## config.mk

```make
export PLATFORM = sky130hd
export DESIGN_NAME = writeback_unit
export DESIGN_NICKNAME = d
export VERILOG_FILES = /design/src/rtl/writeback_unit.sv
export SDC_FILE = /design/constraint.sdc
export NUM_CORES = 1
export LEC_CHECK = 0
export BUFFER_PORTS_ARGS = -buffer_cell sky130_fd_sc_hd__buf_2
export CAP_MARGIN = 25
export CORE_UTILIZATION = 60
export DETAILED_ROUTE_END_ITERATION = 10
export PLACE_DENSITY = 0.83
export SETUP_SLACK_MARGIN = 0.02
export SLEW_MARGIN = 0
export SYNTH_ARGS = -nofsm -noshare
export SYNTH_HDL_FRONTEND = slang
export SYNTH_SLANG_ARGS = --single-unit
```

## constraint.sdc

```tcl
create_clock -name clk -period 17 [get_ports clk]
set_input_delay 3.4 -clock clk [delete_from_list [all_inputs] [get_ports clk]]
set_output_delay 3.4 -clock clk [all_outputs]
set_load 0.02 [all_outputs]
```

## src/rtl/writeback_unit.sv

```systemverilog
// Pipelined writeback stage: in-order instruction queue, one-entry load
// response buffer, data select/extension and a registered register-file write port.
module writeback_unit #(
    parameter int WORD  = 64,
    parameter int DEPTH = 2,
    parameter int RADDR = 5
) (
    input  logic             clk,
    input  logic             rst_n,
    input  logic             in_valid,
    output logic             in_ready,
    input  logic [WORD-1:0]  in_alu_result,
    input  logic [WORD-1:0]  in_pc,
    input  logic [1:0]       in_mem_to_reg,
    input  logic [1:0]       in_size,
    input  logic             in_signed,
    input  logic [RADDR-1:0] in_rd,
    input  logic             in_reg_write,
    input  logic             mem_rsp_valid,
    output logic             mem_rsp_ready,
    input  logic [WORD-1:0]  mem_rsp_data,
    output logic             rf_we,
    output logic [RADDR-1:0] rf_waddr,
    output logic [WORD-1:0]  rf_wdata,
    output logic             busy,
    output logic             err_illegal,
    output logic             err_rsp
);
    localparam int PW = (DEPTH > 1) ? $clog2(DEPTH) : 1;
    localparam int CW = $clog2(DEPTH + 1);

    typedef enum logic [1:0] {
        SRC_ALU  = 2'b00,
        SRC_LOAD = 2'b01,
        SRC_LINK = 2'b10,
        SRC_ILL  = 2'b11
    } src_e;

    typedef struct packed {
        logic [WORD-1:0]  alu_result;
        logic [WORD-1:0]  pc;
        src_e             src;
        logic [1:0]       size;
        logic             sgn;
        logic [RADDR-1:0] rd;
        logic             reg_write;
    } entry_t;

    entry_t           mem_q [DEPTH];
    logic [PW-1:0]    wr_ptr_q, wr_ptr_d, rd_ptr_q, rd_ptr_d;
    logic [CW-1:0]    count_q, count_d;
    logic             in_ready_q, in_ready_d;
    logic             rsp_full_q, rsp_full_d;
    logic [WORD-1:0]  rsp_data_q, rsp_data_d;
    logic             rf_we_q, rf_we_d;
    logic [RADDR-1:0] rf_waddr_q, rf_waddr_d;
    logic [WORD-1:0]  rf_wdata_q, rf_wdata_d;
    logic             err_illegal_q, err_illegal_d;
    logic             err_rsp_q, err_rsp_d;

    entry_t          head, in_entry;
    logic            head_valid, head_is_load, push, rsp_fire, retire;
    logic [WORD-1:0] load_raw, sel_data;

    function automatic logic [PW-1:0] ptr_inc(input logic [PW-1:0] p);
        return (p == PW'(DEPTH - 1)) ? '0 : p + 1'b1;
    endfunction

    // Keep the low 8/16/32/WORD bits and fill the rest with the sign bit or zero.
    function automatic logic [WORD-1:0] extend(input logic [WORD-1:0] raw,
                                               input logic [1:0] size,
                                               input logic sgn);
        logic [WORD-1:0] keep;
        logic            fill;
        case (size)
            2'b00:   begin keep = WORD'(8'hFF);         fill = raw[7];  end
            2'b01:   begin keep = WORD'(16'hFFFF);      fill = raw[15]; end
            2'b10:   begin keep = WORD'(32'hFFFF_FFFF); fill = raw[31]; end
            default: begin keep = '1;                   fill = 1'b0;    end
        endcase
        return (raw & keep) | ({WORD{sgn & fill}} & ~keep);
    endfunction

    assign in_entry = '{alu_result: in_alu_result, pc: in_pc, src: src_e'(in_mem_to_reg),
                        size: in_size, sgn: in_signed, rd: in_rd, reg_write: in_reg_write};

    // NOTE: every variable written in an always_comb gets a default first, so no path infers a latch.
    always_comb begin
        head         = mem_q[rd_ptr_q];
        head_valid   = (count_q != '0);
        head_is_load = (head.src == SRC_LOAD);
        push         = in_valid & in_ready_q;
        rsp_fire     = mem_rsp_valid & ~rsp_full_q;
        retire       = head_valid & (~head_is_load | rsp_full_q | rsp_fire);
        load_raw     = rsp_full_q ? rsp_data_q : mem_rsp_data;

        wr_ptr_d = push   ? ptr_inc(wr_ptr_q) : wr_ptr_q;
        rd_ptr_d = retire ? ptr_inc(rd_ptr_q) : rd_ptr_q;
        count_d  = count_q;
        if (push && !retire) count_d = count_q + 1'b1;
        if (!push && retire) count_d = count_q - 1'b1;
        in_ready_d = (count_d != CW'(DEPTH));

        // A response meeting a load head bypasses the buffer; with no queued work it is dropped.
        rsp_full_d = rsp_full_q;
        rsp_data_d = rsp_data_q;
        err_rsp_d  = err_rsp_q;
        if (retire && head_is_load && rsp_full_q) rsp_full_d = 1'b0;
        if (rsp_fire) begin
            if (!head_valid) begin
                err_rsp_d = 1'b1;
            end else if (!head_is_load) begin
                rsp_full_d = 1'b1;
                rsp_data_d = mem_rsp_data;
            end
        end

        case (head.src)
            SRC_ALU:  sel_data = head.alu_result;
            SRC_LOAD: sel_data = extend(load_raw, head.size, head.sgn);
            SRC_LINK: sel_data = head.pc + WORD'(4);
            default:  sel_data = '0;
        endcase

        rf_we_d       = retire & head.reg_write & (head.rd != '1) & (head.src != SRC_ILL);
        rf_waddr_d    = rf_we_d ? head.rd : rf_waddr_q;
        rf_wdata_d    = rf_we_d ? sel_data : rf_wdata_q;
        err_illegal_d = err_illegal_q | (retire & (head.src == SRC_ILL));
    end

    // NOTE: queue storage is deliberately not reset; the pointers and count define which entries are live.
    always_ff @(posedge clk) begin
        if (push) mem_q[wr_ptr_q] <= in_entry;
    end

    // NOTE: state registers use non-blocking assignments so every flop samples pre-edge values.
    always_ff @(posedge clk or negedge rst_n) begin
        if (!rst_n) begin
            wr_ptr_q      <= '0;
            rd_ptr_q      <= '0;
            count_q       <= '0;
            in_ready_q    <= 1'b1;
            rsp_full_q    <= 1'b0;
            rsp_data_q    <= '0;
            rf_we_q       <= 1'b0;
            rf_waddr_q    <= '0;
            rf_wdata_q    <= '0;
            err_illegal_q <= 1'b0;
            err_rsp_q     <= 1'b0;
        end else begin
            wr_ptr_q      <= wr_ptr_d;
            rd_ptr_q      <= rd_ptr_d;
            count_q       <= count_d;
            in_ready_q    <= in_ready_d;
            rsp_full_q    <= rsp_full_d;
            rsp_data_q    <= rsp_data_d;
            rf_we_q       <= rf_we_d;
            rf_waddr_q    <= rf_waddr_d;
            rf_wdata_q    <= rf_wdata_d;
            err_illegal_q <= err_illegal_d;
            err_rsp_q     <= err_rsp_d;
        end
    end

    assign in_ready      = in_ready_q;
    assign mem_rsp_ready = ~rsp_full_q;
    assign rf_we         = rf_we_q;
    assign rf_waddr      = rf_waddr_q;
    assign rf_wdata      = rf_wdata_q;
    assign busy          = (count_q != '0) | rsp_full_q;
    assign err_illegal   = err_illegal_q;
    assign err_rsp       = err_rsp_q;
endmodule

```

==> results.md <==
- Via/cell ratio: roughly 6.5
- CTS buffer count: 43
- Drt initial violations: roughly 1.4k
- Commonest non-fill, non-tap cell in the layout: buf_2
- Largest net degree at the start of global routing: approximately 200
- Async SR Flop Fraction: between 30% and 40%
- CP Data Arrival Time: roughly 6.0 ns
- Core ar.: between 0.03 and 0.04 mm²
- Hold_buf cts: 0
- Area grow syn2layout: 16.0%
- Die width: around 180 µm
- Initial Utilization: approximately 60%
- Dpl ws: 10.95 ns
- Yosys cell types: 79
- Cells taking the most area after synthesis: edfxtp_1 43%, dfrtp_1 18%, mux2i_1 8.1%
- Final period utilization: between 30 and 40%
- VDD IR-drop max: 0.125 mV
- Die ar.: about 0.033 mm²
- Buffers on Ports: 281
- Antenna Nets Post-Route: 0
- Yosys top cell by area: edfxtp_1
- Post-Syn Instances: about 1.5k
- Drt wl/cell: roughly 24 µm
- XOR/XNOR Fraction of Synth Area: slightly above 1%
- Max Clock Freq: about 0.18 GHz
- Compound-Gate Fraction of Synth Area: between 10% and 20%
- Worst Setup Start Kind: input port
- Sequential-to-total area share from yosys stat: between 60% and 70%
- Synth Area per Inst: ~13 µm²
- RD Place Congestion: roughly 0.93
- Synth warnings: 0
- Seq cells post-synth: 420
- Worst Path Buf+Inv: 1
- Final setup violation count: 0
- CTS Buffer Depth: 3
- CP Cell Sequence: buf_2 > nor2_1 > o21ai_0 > and4_4 > nand2_1 > o32a_1
- Post_cts resized: 0
- Final net count: between 1.5k and 2k
- CP endpoint kind: register
- Number of global-route vias before repair: about 14k
- First drt pass iteration count: 6
- Layout cell share with drive strength beyond 1: between 20% and 30%
- Initial antenna violation count: 13
- Met2 routed WL: roughly 24000 µm
- Root Driver: clkbuf_16
- Final setup TNS: 0 ns
- Hold Vio Cnt, Final: 0
- Placed cells: 2086
- Clock Pin Slew Worst Setup and Hold Paths: around 0.06 ns
- Synth Cell Area: 0.0195 mm²
- Total of max-cap violations: 0
- # clock sinks: 420
- Crit-path max cell delay: 0.85 ns
- Max-slew headroom: 28.7%
- HP Class: register to register
- Fin worst setup slack: 11.44 ns
- Synthesized Nets: 1686
- Met3 routed WL: roughly 4500 µm
- Top delay family on crit path: simple AND/OR/NAND/NOR gates
- Ports: between 200 and 300
- Crit path required time: approximately 17 ns
- Maximum fanout along the worst path: 82
- DPL Wire Length: roughly 35000 µm
- Largest family of logic cells by synthesized area: multiplexers
- Post-synth EDFFs: about 280
- P_leak: slightly below 0.009 µW
- Crit Path Class: input port to register
- Final slew viol count: 0
- CTS tree: built
- Min cycle time layout: ~5.6 ns
- Slowest CP cell: nand2_1
- Multiplexer share of the synthesized area: roughly 14%
- Vias: 14.2k
- Post-Route M1 WL: 20000 µm
- Commonest cells after routing, fill and taps aside: 280 x buf_2, 278 x edfxtp_1, 157 x mux2i_1
- Global Route Usage Sum: about 31%
- Setup bufs post-CTS: 0
- Most common flop cell mapped by yosys: edfxtp_1
- Fin cells: between 2k and 2.5k
- Worst skew pair latency: about 0.54 ns
- Total grt overflow: 0
- Cell Pwr Density: between 150 and 200 mW/mm²
- DRC: 0
- Die Ht: 182 µm
- First-pass GRT wire length: between 70000 and 80000 µm
- Post-Route WL: ~51000 µm
- Adder-cell share of the synthesized area: 0.128%
- Simple-Gate Fraction of Synth Area: between 10% and 20%
- Htree depth: 2
- Skew final: approximately 0.015 ns
- Synth top area share: about 43%
- Slew @ Worst Pin: roughly 1.1 ns
- Outcome: complete, no violations
- Unrepaired setup endpoints after global routing: false
- Row Count: between 60 and 70
- Top Layer Used: met5
metrics by stage:
step | power [µW] | instance area [µm²] | util, % | hold slack (ns)
after CTS | 4160 | 22600 | 71.1 | 0.476
after floorplan | 2770 | 19500 | - | 0.461
final | 4170 | 22600 | 71.2 | 0.476
after global placement | 3160 | 21100 | 66.6 | 0.450
after detailed placement | 3230 | 21200 | 66.7 | 0.463
after global routing | 4360 | 22600 | 71.2 | 0.495
worst paths after layout:
kind	start	endpoint	slack [ns]	cells past startpoint
worst max-delay path	mem_rsp_valid	rf_wdata[43]	11.44	6
worst min-delay path	err_rsp	err_rsp	0.48	1
worst max register to register	rd_ptr_q	rf_wdata[60]	12.02	10
worst min register to register	err_rsp	err_rsp	0.48	1
max in group asynchronous	rst_n	rd_ptr_q	12.60	2
min in group asynchronous	rst_n	rsp_data_q[9]	2.94	1
area by class of cell:
type / count / area, µm²
Sequential cell: 420 / 11900
Fill cell: 2149 / 9140
Multi-Input combinational cell: 956 / 7130
Timing Repair Buffer: 296 / 1570
Clock buffer: 61 / 1200
Tap cell: 402 / 503
Clock inverter: 17 / 195
Inverter: 12 / 45.0
Antenna cell: 9 / 22.5
state kept, by name, summed over array words and instances (netlist names), named ones only:
signal and cells:
mem_q 278, rf_we 1, in_ready 1, rsp_data_q 64, rd_ptr_q 1, wr_ptr_q 1, err_rsp 1, count_q 2
err_illegal 1, rf_waddr 5, rf_wdata 64
report_power, final:
group	switching, µW	leakage [µW]	internal, µW	total [µW]
combinational	956	0.00381	614	1570
clock	375	0.000683	554	930
sequential	225	0.00423	1440	1670
synthesized netlist by cell type, types with 5 or more instances:
cell type	instances
a31oi_1	11
mux2i_1	157
a211oi_1	22
a21oi_1	75
dfrtp_1	141
inv_1	12
mux2_2	95
o211ai_1	8
and4_1	7
nor3_1	17
nand4b_1	14
nor2_1	82
buf_6	5
buf_1	9
o32a_1	15
o21ai_0	33
buf_2	31
o2111ai_1	14
nor2b_1	26
and2_1	6
clkbuf_1	38
a22oi_1	8
a221oi_1	5
nand2_1	53
o22ai_1	55
nand4_1	30
nand3_1	57
nor4_1	12
a21o_1	6
xnor2_1	16
xor2_1	7
or4_1	15
or2_2	5
and3_1	5
edfxtp_1	278
buf_4	6
nand3b_1	19
cells by family (layout without fill, tap and decap cells):
logic type | Yosys count | in the layout
DFF | 420 | 420
and+or+nand+nor | 373 | 373
AOI/OAI and AO/OA | 306 | 306
muxes | 252 | 252
buffers and inverters | 101 | 386
xor gates and xnor gates | 23 | 23
adders and majority gates | 2 | 2
other | 0 | 9
per-layer routing:
metal,GRT usage [%],vias up
met5,0,-
met4,15.7,12
met3,6.07,161
met2,48.9,701
met1,40.1,6969
li1,-,6334
Note: power is estimated with default switching activity, not from simulation.
